`src/rtl/imem_port_arbiter.sv`:
```
// rtl/imem_port_arbiter.sv - round-robin arbiter for the instruction memory data port (CPU vs boot loader)
module imem_port_arbiter #(
  parameter int ADDR_BITS = 8
) (
  input  logic        clk,
  input  logic        rst,
  input  logic        cpu_req,
  input  logic        cpu_we,
  input  logic [31:0] cpu_addr,
  input  logic [31:0] cpu_wdata,
  output logic        cpu_ack,
  output logic [31:0] cpu_rdata,
  output logic        cpu_err,
  input  logic        ld_req,
  input  logic        ld_we,
  input  logic [31:0] ld_addr,
  input  logic [31:0] ld_wdata,
  output logic        ld_ack,
  output logic [31:0] ld_rdata,
  output logic        ld_err,
  input  logic        ld_boot_done,
  output logic        cpu_hold,
  output logic [31:0] ram_a,
  output logic        wram,
  output logic [31:0] d_t_ram,
  input  logic [31:0] d_f_ram
);

  typedef enum logic [1:0] {ST_IDLE, ST_ACCESS, ST_RESP} state_t;

  localparam logic OWN_CPU = 1'b0;
  localparam logic OWN_LD  = 1'b1;

  state_t      state_q, state_d;
  logic        boot_q, boot_d;
  logic        pending_q, pending_d;
  logic        owner_q, owner_d;
  logic        last_owner_q, last_owner_d;
  logic        we_q, we_d;
  logic [31:0] addr_q, addr_d;
  logic [31:0] wdata_q, wdata_d;
  logic [31:0] cpu_rdata_q, cpu_rdata_d;
  logic [31:0] ld_rdata_q, ld_rdata_d;
  logic        err_q, err_d;

  logic        addr_valid;
  logic        cpu_elig;
  logic        grant_cpu;

  // Range and alignment check on the latched address
  assign addr_valid = (addr_q[31:ADDR_BITS] == '0) && (addr_q[1:0] == 2'b00);

  // State register; reset puts the block back into BOOT with the loader as last owner
  always_ff @(posedge clk or posedge rst) begin
    if (rst) begin
      state_q      <= ST_IDLE;
      boot_q       <= 1'b1;
      pending_q    <= 1'b0;
      owner_q      <= OWN_LD;
      last_owner_q <= OWN_LD;
      we_q         <= 1'b0;
      addr_q       <= '0;
      wdata_q      <= '0;
      cpu_rdata_q  <= '0;
      ld_rdata_q   <= '0;
      err_q        <= 1'b0;
    end else begin
      state_q      <= state_d;
      boot_q       <= boot_d;
      pending_q    <= pending_d;
      owner_q      <= owner_d;
      last_owner_q <= last_owner_d;
      we_q         <= we_d;
      addr_q       <= addr_d;
      wdata_q      <= wdata_d;
      cpu_rdata_q  <= cpu_rdata_d;
      ld_rdata_q   <= ld_rdata_d;
      err_q        <= err_d;
    end
  end

  // Next state: grant in IDLE, capture read data in ACCESS, ack in RESP; boot exit only from IDLE
  always_comb begin
    state_d      = state_q;
    boot_d       = boot_q;
    pending_d    = pending_q | (ld_boot_done & boot_q);
    owner_d      = owner_q;
    last_owner_d = last_owner_q;
    we_d         = we_q;
    addr_d       = addr_q;
    wdata_d      = wdata_q;
    cpu_rdata_d  = cpu_rdata_q;
    ld_rdata_d   = ld_rdata_q;
    err_d        = err_q;
    cpu_elig     = cpu_req & ~boot_q;
    grant_cpu    = 1'b0;

    case (state_q)
      ST_IDLE: begin
        // boot_q is still high this cycle, so the CPU cannot win until the next IDLE cycle
        if (pending_q) begin
          boot_d    = 1'b0;
          pending_d = 1'b0;
        end
        if (cpu_elig && ld_req) begin
          grant_cpu = (last_owner_q == OWN_LD);
        end else begin
          grant_cpu = cpu_elig;
        end
        if (cpu_elig || ld_req) begin
          owner_d      = grant_cpu ? OWN_CPU : OWN_LD;
          last_owner_d = grant_cpu ? OWN_CPU : OWN_LD;
          we_d         = grant_cpu ? cpu_we : ld_we;
          addr_d       = grant_cpu ? cpu_addr : ld_addr;
          wdata_d      = grant_cpu ? cpu_wdata : ld_wdata;
          state_d      = ST_ACCESS;
        end
      end
      ST_ACCESS: begin
        if (owner_q == OWN_CPU) begin
          cpu_rdata_d = addr_valid ? d_f_ram : 32'h0;
        end else begin
          ld_rdata_d = addr_valid ? d_f_ram : 32'h0;
        end
        err_d   = ~addr_valid;
        state_d = ST_RESP;
      end
      ST_RESP: begin
        state_d = ST_IDLE;
      end
      default: begin
        state_d = ST_IDLE;
      end
    endcase
  end

  // Memory port and responses are decoded from state so nothing leaks outside ACCESS/RESP
  always_comb begin
    wram      = (state_q == ST_ACCESS) && we_q && addr_valid;
    ram_a     = ((state_q == ST_ACCESS) && addr_valid) ? addr_q : 32'h0;
    d_t_ram   = wram ? wdata_q : 32'h0;
    cpu_ack   = (state_q == ST_RESP) && (owner_q == OWN_CPU);
    ld_ack    = (state_q == ST_RESP) && (owner_q == OWN_LD);
    cpu_err   = cpu_ack & err_q;
    ld_err    = ld_ack & err_q;
    cpu_rdata = cpu_rdata_q;
    ld_rdata  = ld_rdata_q;
    cpu_hold  = boot_q;
  end

endmodule

```
`config.mk`:
```
export PLATFORM = sky130hd
export DESIGN_NAME = imem_port_arbiter
export DESIGN_NICKNAME = d
export VERILOG_FILES = /design/src/rtl/imem_port_arbiter.sv
export SDC_FILE = /design/constraint.sdc
export NUM_CORES = 1
export LEC_CHECK = 0
export ABC_CLOCK_PERIOD_IN_PS = 6700
export CORE_AREA = 2 2 132 134
export DETAILED_ROUTE_END_ITERATION = 10
export DIE_AREA = 0 0 134 136
export PLACE_DENSITY = 0.79
export SETUP_SLACK_MARGIN = 0.05
export SLEW_MARGIN = 20
export SYNTH_ARGS = -nofsm -noshare
export SYNTH_HDL_FRONTEND = slang
export SYNTH_SLANG_ARGS = --single-unit
```
`constraint.sdc`:
```
create_clock -name clk -period 6.7 [get_ports clk]
set_clock_uncertainty 0.2 [all_clocks]
set_input_delay 1.005 -clock clk [delete_from_list [all_inputs] [get_ports clk]]
set_output_delay 1.005 -clock clk [all_outputs]
set_load 0.01 [all_outputs]
```
==> impl_metrics.ini, run 1 <==
[status]
status = finished, final reports clean

[floorplan]
core-area_um2 = 16900
die_x_um = 134
dieHeight_um = 136
start_util_pct = 36.1
die_area_um2 = 18200
core.rowCount = 48
io_pins = 301

[sta]
clock.fmax_mhz = 251
maxSlewHeadroom_pct = 41.1
fin_setup_tns_ns = 0
rsz0062_at_grt = false
slew_violations = 0
final_hold_viol_count = 0
fin_ws_ns = 2.72
whs_ns = 0.251
tightest_slew_ns = 0.883
min_period_ns = 3.98
finalSetupViolCount = 0
period_share_pct = 59.4

[setup_path]
cp_max_fo = 40
slowest_stage = clkdlybuf4s50_1
crit_cells = 6
ff2ff_path_depth = 4
timing.rr.end = wdata_q[31]
crit_type = reg -> out
crit_buf_inv = 2
r2r_start = last_owner_q
worstSetupEndpointType = output pin
crit_path_end = d_t_ram[27]
critPathMaxStageDelay_ns = 0.54
rrSetupSlack_ns = 4.44
cp-start-kind = flop
path_delay_family = simple AND/OR/NAND/NOR gates
crit_chain = nor4_1, nand3_1, nor2_2, buf_4, and3_1, clkdlybuf4s50_1
critPathLaunch = addr_q[29]
worstPathRequired_ns = 5.49
cp.arrival_ns = 2.77

[drt]
drtAntennaViolNets = 0
wirelength_mm = 17.0
viasPerCell = 4.82
drt-initial-drc-count = 221
firstDrtPassIters = 4
avgRoutedWirePerCell_um = 16.4
route.detailed.drc = 0
vias = 4978

[placement]
hpwl_mm = 12.2
post-place-ws_ns = 3.11
dpl_cell_area_um2 = 8890
gp_congestion = 0.777
portBuffers = 274

[finish]
n_antenna_cell = 0
layout.nets = 962
fillers = 1463
fin_area_um2 = 9470
regArea_um2 = 3380
multi_input_area_um2 = 2390
drive_gt1_share_pct = 6.44
final_cell_mix = 274 x clkdlybuf4s50_1, 133 x dfrtp_1, 68 x nand2_1
final_common_cell = clkdlybuf4s50_1
area_delta_synth_final_pct = 55.6

[clock_tree]
cts_resized = 0
tritoncts = built
clockBufferDepth = 2
hold_buffers = 0
cts_inserted_buffers = 17
cts_root_buf = clkbuf_16
postCtsSetupRepairBufs = 0
cts_sinks = 135
path_clk_slew_ns = 0.06
h-tree-depth = 4
worstSkewPairLatency_ns = 0.41

[yosys]
synth_area_um2 = 6090
syn_inst = 535
yosysWarnings = 0
synthDistinctLibCells = 27
ys_ff_latch = 135
avgSynthCellArea_um2 = 11.4
synth-seq-area-share_pct = 55.6

[pwr]
max-vdd-ir-drop_mv = 0.174
p_total_w = 0.00275
swShare_pct = 32.6
p_clk_share_pct = 33.2
p_seq_share_pct = 43.0
p_switching_w = 0.000897
leakagePower_nw = 4.37
internal_power_w = 0.00185
p_per_area_nw_per_um2 = 290
combPwrFrac_pct = 23.8

[global_route]
antenna_found_initial = 0
grt_pass1_wl_mm = 26.7
grt_usage_pct = 18.8
grt.overflow.total = 0
grt_max_degree = 134
grt_pass1_vias = 4923

[run]
maxCapViolations = 0

[min_path]
hp-class = reg -> reg
==> synthesized netlist by cell type <==
library cell | count | area (µm²)
o21ai_0 | 56 | 280
conb_1 | 1 | 3.75
a21oi_1 | 1 | 5.00
clkbuf_1 | 15 | 56.3
mux2i_1 | 65 | 651
dfstp_2 | 2 | 52.6
buf_2 | 12 | 60.1
buf_6 | 6 | 67.6
nor4b_4 | 1 | 23.8
o21ai_1 | 13 | 65.1
and3_1 | 32 | 200
a22o_1 | 64 | 561
inv_1 | 4 | 15.0
nor4_2 | 3 | 37.5
nand4_4 | 1 | 21.3
nor3b_1 | 2 | 15.0
nand3_1 | 1 | 5.00
nor4_1 | 3 | 18.8
nor2_1 | 5 | 18.8
buf_1 | 3 | 11.3
nor3_4 | 2 | 32.5
and2_1 | 9 | 56.3
nor2b_1 | 2 | 12.5
nand2_1 | 68 | 255
a21boi_0 | 1 | 7.51
buf_4 | 30 | 225
dfrtp_1 | 133 | 3330
==> flip-flops by register name, summed over array words and instances (netlist names) <==
register,flops
wdata_q,32
addr_q,32
cpu_rdata,32
ld_rdata,32
cpu_hold,1
pending_q,1
last_owner_q,1
state_q,2
we_q,1
err_q,1
==> layout make-up <==
type                            count  share of cell area (%)
Clock buffer                       18                    4.53
Multi-Input combinational cell    355                    25.2
Clock inverter                     14                    1.59
Inverter                            4                   0.211
Sequential cell                   135                    35.7
Timing Repair Buffer              282                    29.8
Tap cell                          225                    2.97
==> per-layer routing <==
metal  GRT usage [%]  share of wire, %
met1            24.3                42
met2            30.2                48
met3            5.56               7.9
met4            6.74               2.2
met5               0                 0
==> how the worst min path moves through the flow <==
stage,from,cells past startpoint,slack (ns),endpoint
floorplan,pending_q,1,0.21,cpu_hold
finish,pending_q,1,0.25,cpu_hold
global route,pending_q,1,0.27,cpu_hold
detailed placement,pending_q,1,0.23,cpu_hold
global placement,pending_q,1,0.23,cpu_hold
CTS,pending_q,1,0.25,cpu_hold
==> through the flow <==
step	std cells	utilization [%]
CTS	1033	56.1
global route	1033	56.1
finish	1033	56.1
floorplan	560	-
global placement	1001	52.7
detailed placement	1001	52.7
==> worst register-to-register path, delay by kind of cell (launching register included) <==
family          cells  cell delay [ns]
mux                 1             0.37
flops               1             0.41
compound gates      2             0.72
buf+inv             1             0.40
==> cell families (layout without fill, tap and decap cells) <==
group / count (synthesis) / count (layout) / synth area share (%)
other: 1 / 26 / 0.0616
AOI/OAI and AO/OA: 135 / 135 / 15.1
muxes: 65 / 65 / 10.7
and+or+nand+nor: 129 / 129 / 11.5
DFF: 135 / 135 / 55.6
buffers and inverters: 70 / 318 / 7.15
==> power by group through the flow <==
stage,sequential (W),clock [W],combinational [W]
after global placement,0.00119,0,0.000643
after CTS,0.00118,0.000941,0.000666
final,0.00118,0.000913,0.000653
after global routing,0.00121,0.000981,0.000749
after floorplan,0.00112,0,0.000475
after detailed placement,0.00119,0,0.000669
Power figures use the tool's default switching activity.
==> inputs of run 2 (changes only) <==
- ABC_CLOCK_PERIOD_IN_PS: 6700 -> 3850
- clock period: 6.7 -> 3.85 ns (I/O delays scaled with it)
==> impl_metrics.ini, run 2 (synthesis results as in run 1) <==
[sta]
final_hold_viol_count = 0
min_period_ns = 3.59
maxSlewHeadroom_pct = 40.8
rsz0062_at_grt = false
tightest_slew_ns = 0.888
period_share_pct = 93.3
finalSetupViolCount = 0
fin_setup_tns_ns = 0
slew_violations = 0
clock.fmax_mhz = 278

[floorplan]
core-area_um2 = 16900
die_x_um = 134
dieHeight_um = 136
io_pins = 301
core.rowCount = 48
die_area_um2 = 18200
start_util_pct = 36.1

[setup_path]
worstPathRequired_ns = 3.07
ff2ff_path_depth = 5
cp_max_fo = 39
crit_type = reg -> out
worstSetupEndpointType = output pin
rrSetupSlack_ns = 1.73
r2r_start = addr_q[22]
cp.arrival_ns = 2.81
timing.rr.end = cpu_rdata[4]
cp-start-kind = flop

[drt]
drtAntennaViolNets = 0
wirelength_mm = 17.0
drt-initial-drc-count = 208
viasPerCell = 4.83
vias = 5026
avgRoutedWirePerCell_um = 16.3
route.detailed.drc = 0
firstDrtPassIters = 4

[pwr]
p_per_area_nw_per_um2 = 524
p_total_w = 0.00505
max-vdd-ir-drop_mv = 0.282
leakagePower_nw = 4.46

[finish]
final_common_cell = clkdlybuf4s50_1
final_cell_mix = 274 x clkdlybuf4s50_1, 133 x dfrtp_1, 68 x nand2_1
layout.nets = 970
area_delta_synth_final_pct = 58.3
utilization_pct = 57.1
drive_gt1_share_pct = 7.48
n_antenna_cell = 0

[placement]
hpwl_mm = 12.4
portBuffers = 274
gp_congestion = 0.753

[clock_tree]
cts_resized = 0
hold_buffers = 0
tritoncts = built
cts_inserted_buffers = 17
postCtsSetupRepairBufs = 0
cts_sinks = 135
worstSkewPairLatency_ns = 0.41
h-tree-depth = 4
clockBufferDepth = 2
path_clk_slew_ns = 0.06
cts_root_buf = clkbuf_16

[min_path]
hp-class = reg -> reg
min-delay-start = wdata_q[16]
holdPathEnd = wdata_q[16]
hold_depth = 2

[global_route]
grt_usage_pct = 19.0
grt_pass1_vias = 5073
grt.overflow.total = 0
grt_pass1_wl_mm = 26.9
antenna_found_initial = 0
grt_max_degree = 89

[run]
maxCapViolations = 0

[status]
status = finished, final reports clean
[run 2: how the worst max path moves through the flow]
stage                          start          end  slack [ns]  depth (start not counted)
final                     addr_q[22]  d_t_ram[22]        0.26                          6
after global routing      addr_q[25]  d_t_ram[26]        0.06                          6
after CTS                 addr_q[22]  d_t_ram[22]        0.22                          6
after detailed placement  addr_q[22]  d_t_ram[22]        0.69                          6
after global placement    addr_q[22]  d_t_ram[31]        0.73                          6
after floorplan                  rst    addr_q[0]        1.39                          1
[run 2: per-layer routing]
layer | share of wire (%) | vias up | GRT usage, % | routed length, µm
li1 | - | 2401 | - | -
met1 | 43 | 2370 | 23.4 | 7210
met2 | 48 | 229 | 31.6 | 8140
met3 | 7.3 | 26 | 5.48 | 1250
met4 | 2.2 | 0 | 7.39 | 365
met5 | 0 | - | 0 | 0
[run 2: power by group]
part | switching, W | internal (W)
logic | 0.000674 | 0.000544
registers | 0.000277 | 0.00178
clock network | 0.000649 | 0.00112
[run 2: cell type report]
class                           count  area, µm²
Clock buffer                       18        439
Inverter                            4       18.8
Tap cell                          225        282
Multi-Input combinational cell    355       2390
Sequential cell                   135       3380
Clock inverter                     14        213
Timing Repair Buffer              290       2910
Fill cell                        1411       7240
[run 2: per-stage QoR]
| stage | hold slack [ns] | cell area, µm² | setup slack (ns) | instances |
|---|---|---|---|---|
| finish | 0.271 | 9630 | 0.259 | 1041 |
| global route | 0.308 | 9630 | 0.0617 | 1041 |
| CTS | 0.276 | 9630 | 0.215 | 1041 |
| detailed placement | 0.256 | 8980 | 0.692 | 1009 |
| global placement | 0.238 | 8980 | 0.731 | 1009 |
| floorplan | 0.206 | 6180 | 1.39 | 560 |
[run 2: critical path: stages, from the launching register on]
cell and delay, ns:
dfrtp_1 0.38, nor4_1 0.37, nand3_1 0.32, nor2_2 0.19, buf_4 0.34, and3_1 0.24
clkdlybuf4s50_1 0.54
==> inputs of run 3 (changes only) <==
- CELL_PAD_IN_SITES_DETAIL_PLACEMENT: default -> 1
- CELL_PAD_IN_SITES_GLOBAL_PLACEMENT: default -> 1
- CORE_AREA: 2 2 132 134 -> 2 2 146 148
- DIE_AREA: 0 0 134 136 -> 0 0 148 150
- PLACE_DENSITY: 0.79 -> 0.85
- SKIP_LAST_GASP: default -> 1
==> impl_metrics.ini, run 3 (synthesis results as in run 1) <==
[status]
status = finished, final reports clean

[global_route]
grt_usage_pct = 17.4
grt_pass1_vias = 5458
grt_max_degree = 134
grt_pass1_wl_mm = 30.0
antenna_found_initial = 0
grt.overflow.total = 0

[clock_tree]
h-tree-depth = 4
cts_inserted_buffers = 17
clockBufferDepth = 2
postCtsSetupRepairBufs = 0
cts_root_buf = clkbuf_16
worstSkewPairLatency_ns = 0.41
tritoncts = built
path_clk_slew_ns = 0.06
cts_resized = 0
cts_sinks = 135
hold_buffers = 0

[placement]
hpwl_mm = 13.9
gp_congestion = 0.707
portBuffers = 274

[setup_path]
crit_type = reg -> out
path_delay_family = simple AND/OR/NAND/NOR gates
critPathLaunch = addr_q[22]
cp_max_fo = 18
worstPathRequired_ns = 3.07
crit_cells = 6
worstSetupEndpointType = output pin
ff2ff_path_depth = 5
crit_buf_inv = 2
r2r_start = addr_q[22]
slowest_stage = clkdlybuf4s50_1
cp-start-kind = flop
critPathMaxStageDelay_ns = 0.60
cp.arrival_ns = 2.73
crit_chain = nor4_1, nand3_1, nor2_2, buf_4, and3_1, clkdlybuf4s50_1

[sta]
final_hold_viol_count = 0
rsz0062_at_grt = false
fin_setup_tns_ns = 0
clock.fmax_mhz = 285
period_share_pct = 91.0
slew_violations = 0
tightest_slew_ns = 0.868
maxSlewHeadroom_pct = 42.1
min_period_ns = 3.50
finalSetupViolCount = 0

[min_path]
min-delay-start = pending_q
hp-class = reg -> reg
hold_depth = 1

[pwr]
p_per_area_nw_per_um2 = 509
p_seq_share_pct = 42.5
p_clk_share_pct = 33.3
combPwrFrac_pct = 24.2
max-vdd-ir-drop_mv = 0.241
p_total_w = 0.00488
internal_power_w = 0.00324
swShare_pct = 33.4
p_switching_w = 0.00163
leakagePower_nw = 4.39

[finish]
final_cell_mix = 274 x clkdlybuf4s50_1, 133 x dfrtp_1, 68 x nand2_1
area_delta_synth_final_pct = 57.3
final_common_cell = clkdlybuf4s50_1
fillers = 2241
layout.nets = 964
n_antenna_cell = 0
multi_input_area_um2 = 2390
regArea_um2 = 3380
drive_gt1_share_pct = 6.67

[floorplan]
core.rowCount = 53
die_x_um = 148
start_util_pct = 29.4
io_pins = 301
die_area_um2 = 22200
dieHeight_um = 150
core-area_um2 = 20700

[drt]
firstDrtPassIters = 5
viasPerCell = 4.67
wirelength_mm = 19.1
drtAntennaViolNets = 0
vias = 5067
drt-initial-drc-count = 212
avgRoutedWirePerCell_um = 17.6
route.detailed.drc = 0

[run]
maxCapViolations = 0
run 3: changes by cell type in the layout (fill, tap and decap cells not counted), sizes merged:
cell | previous run | this run
clkinv | 5 | 2
clkinvlp | 1 | 3
buf | 16 | 10
bufinv | 4 | 2
inv | 8 | 11
clkbuf | 18 | 17
run 3: worst paths after layout:
| path | endpoint | slack (ns) |
|---|---|---|
| setup / recovery | d_t_ram[1] | 0.35 |
| hold / removal | cpu_hold | 0.26 |
| setup reg to reg | cpu_rdata[31] | 1.64 |
| hold reg to reg | cpu_hold | 0.26 |
| max in group asynchronous | addr_q[13] | 2.41 |
| min in group asynchronous | wdata_q[1] | 0.42 |
run 3: metrics by stage:
stage	util [%]	hold slack [ns]	setup slack [ns]	cells	instance area (µm²)
final	46.3	0.259	0.346	1084	9570
after global routing	46.3	0.299	0.201	1084	9570
after CTS	46.3	0.266	0.274	1084	9570
after detailed placement	43.4	0.259	0.793	1053	8990
after global placement	43.4	0.220	0.855	1053	8990
after floorplan	-	0.206	1.39	560	6180
run 3: layout make-up:
cell class,count,share of cell area (%)
timing repair buffer,284,29.8
tap,275,3.60
clock inverter,14,1.65
sequential,135,35.3
inverter,4,0.196
clock buffer,17,4.45
multi-input combinational,355,25.0
run 3: power groups by stage:
stage	registers (W)	clock network [W]	logic, W
2_1_floorplan	0.00195	0	0.000827
3_3_place_gp	0.00208	0	0.00115
3_5_place_dp	0.00209	0	0.00122
4_1_cts	0.00208	0.00168	0.00121
5_1_grt	0.00212	0.00174	0.00134
6_report	0.00207	0.00162	0.00118
run 3: per-layer routing:
metal  routed length, µm  global-route usage [%]
met1                8280                    21.8
met2                9350                    29.9
met3                1330                    4.91
met4                 133                    4.00
met5                   0                       0
run 3: worst reg2reg max path: stages (launching register included):
cell and delay, ns:
dfrtp_1 0.39, nor4_1 0.41, nand3_1 0.31, nor3_4 0.22, buf_4 0.39, a22o_1 0.23
==> RTL edit: new RTL, flow settings as in run 2 <==
Change the parameter `ADDR_BITS` from 8 to 7.
--- a/src/rtl/imem_port_arbiter.sv
+++ b/src/rtl/imem_port_arbiter.sv
@@ -1,6 +1,6 @@
 // rtl/imem_port_arbiter.sv - round-robin arbiter for the instruction memory data port (CPU vs boot loader)
 module imem_port_arbiter #(
-  parameter int ADDR_BITS = 8
+  parameter int ADDR_BITS = 7
 ) (
   input  logic        clk,
   input  logic        rst,
Function: changed (Yosys sat finds a counterexample within 4 cycles, from zero or initial values and one cycle with rst high).
==> RTL edit against run 2 <==
- sequential cell count unchanged
- critical path depth unchanged
- power decreased by 3.2%
- worst hold slack got worse by 33 ps
- global-route usage about the same
- maximum frequency increased by 6.5%
- worst setup slack improved by 220 ps
- via count decreased by 0.82%
- area after synthesis increased by 0.95%
- routed wire length increased by 0.78%
- sequential share of layout area increased by 0.30 points
- cell area decreased by 0.84%
- clock power decreased by 8%
- count of clock-buffer cells in the layout unchanged
- largest cell class unchanged
==> RTL edit: results (changes against run 2) <==
Detailed Place HPWL 12,000 um (was 12,400 um); clk slew on worst S/H paths 60 ps (about the same); Placed Cells 1,001 (was 1,009); # DRC 0 (unchanged); clock tree buffer depth 2 (unchanged); outcome finished clean (unchanged); CP Max Fanout 36 (was 39); Critical Path Max Stage Delay between 500 and 600 ps; reg2reg path depth 5 (unchanged); number of buffers created by CTS 17 (unchanged); routed length per instance 16.6 um (was 16.3 um); first-pass GRT wire length 26,900 um (about the same); cts repair resizes 0 (unchanged); postcts setup bufs 0 (unchanged); DR vias 4,985 (was 5,026); layout cells sized above 1 6.93% (was 7.48%); Commonest cells post-synth dfrtp_1, nand2_1, mux2i_1 (unchanged); met3 routed WL 1490 um (was 1250 um); leakage 4.40 nW (was 4.46 nW); slowest cell on the critical path clkdlybuf4s50_1 (unchanged); Tightest Hold Check Type flop to flop (unchanged); largest net degree at the start of global routing 134 (was 89); Worst path top cell family by delay simple AND/OR/NAND/NOR gates (unchanged); Final Wtd Congestion 0.764 (was 0.753); 1st-pass router iterations 4 (unchanged); metal2 WL 8430 um (was 8140 um); Final #Nets 962 (was 970); IO buf count 273 (was 274); H-tree levels 4 (unchanged); Total Routing Usage GR 19.0% (about the same); Clk Latency, worst-skew pair 410 ps (about the same); Yosys Warn Count 0 (unchanged); most area-consuming cells after synthesis dfrtp_1, mux2i_1, a22o_1 (unchanged); worst hold path depth 1 (was 2); root buffer cell clkbuf_16 (unchanged); vias in the first global route 5,048 (was 5,073); fraction of registers with async set/reset 100% (unchanged); VDD IR max 0.320 mV (was 0.282 mV); initial DRC count 251 (was 208); WP data arrival 2590 ps (was 2810 ps); via density per instance 4.83 (about the same); Max Used Layer met4 (unchanged); Seq/Total Area, Yosys 55.0% (was 55.6%); Netlist cell types 28 (was 27); M1 WL 6930 um (was 7210 um); Post-Syn Instances 535 (unchanged); ant diodes 0 (unchanged); antenna violations before repair 0 (unchanged); Worst slew margin 37.2% (was 40.8%)
## RTL edit: worst paths after layout
path | startpoint | endpoint | slack (ps)
hold reg to reg | pending_q$_DFF_PP0_ | cpu_hold$_DFFE_PP1P_ | 240
max in group asynchronous | rst | cpu_rdata[29]$_DFFE_PP0P_ | 2270
hold / removal | pending_q$_DFF_PP0_ | cpu_hold$_DFFE_PP1P_ | 240
setup reg to reg | addr_q[26]$_DFFE_PP0P_ | cpu_rdata[7]$_DFFE_PP0P_ | 1830
min in group asynchronous | rst | ld_rdata[10]$_DFFE_PP0P_ | 340
setup / recovery | addr_q[26]$_DFFE_PP0P_ | d_t_ram[27] | 480
## RTL edit: power by group
group	total [W]	switching (W)	internal (W)	leakage, nW
sequential	0.00208	0.000299	0.00178	1.76
clock	0.00163	0.000660	0.000971	0.282
combinational	0.00117	0.000665	0.000509	2.35
## RTL edit: final cells by class
| type | count | area [um2] |
|---|---|---|
| Inverter | 4 | 18.8 |
| Tap cell | 225 | 282 |
| Clock inverter | 14 | 163 |
| Multi-Input combinational cell | 355 | 2430 |
| Sequential cell | 135 | 3380 |
| Timing Repair Buffer | 282 | 2850 |
| Clock buffer | 18 | 429 |
| Fill cell | 1449 | 7320 |
## RTL edit: kinds of logic after synthesis
family	Yosys count	synth area share [%]
AO/OA/AOI/OAI	135	14.9
buffers and inverters	71	7.37
flip-flops	135	55.0
multiplexers	65	10.6
other	1	0.0610
AND/OR/NAND/NOR	128	12.0
## RTL edit: stage by stage
stage	total power [W]	setup slack [ps]	hold WS, ps	area (um2)	util, %
2_1_floorplan	0.00283	1390	206	6240	-
3_3_place_gp	0.00326	942	221	8960	53.1
3_5_place_dp	0.00330	912	244	8960	53.1
4_1_cts	0.00495	445	238	9550	56.6
5_1_grt	0.00522	303	265	9550	56.6
6_report	0.00489	479	238	9550	56.6
## RTL edit: worst register-to-register path, cell delays in order (launching register included)
cell and delay (ps):
dfrtp_1 410, nor4_4 360, nand4_4 200, nor3_4 190, buf_4 380, a22o_1 220
## RTL edit: routing by layer
metal | up-vias | GRT usage [%]
met5 | - | 0
li1 | 2385 | -
met4 | 0 | 6.15
met3 | 17 | 6.23
met2 | 209 | 32.2
met1 | 2374 | 22.9
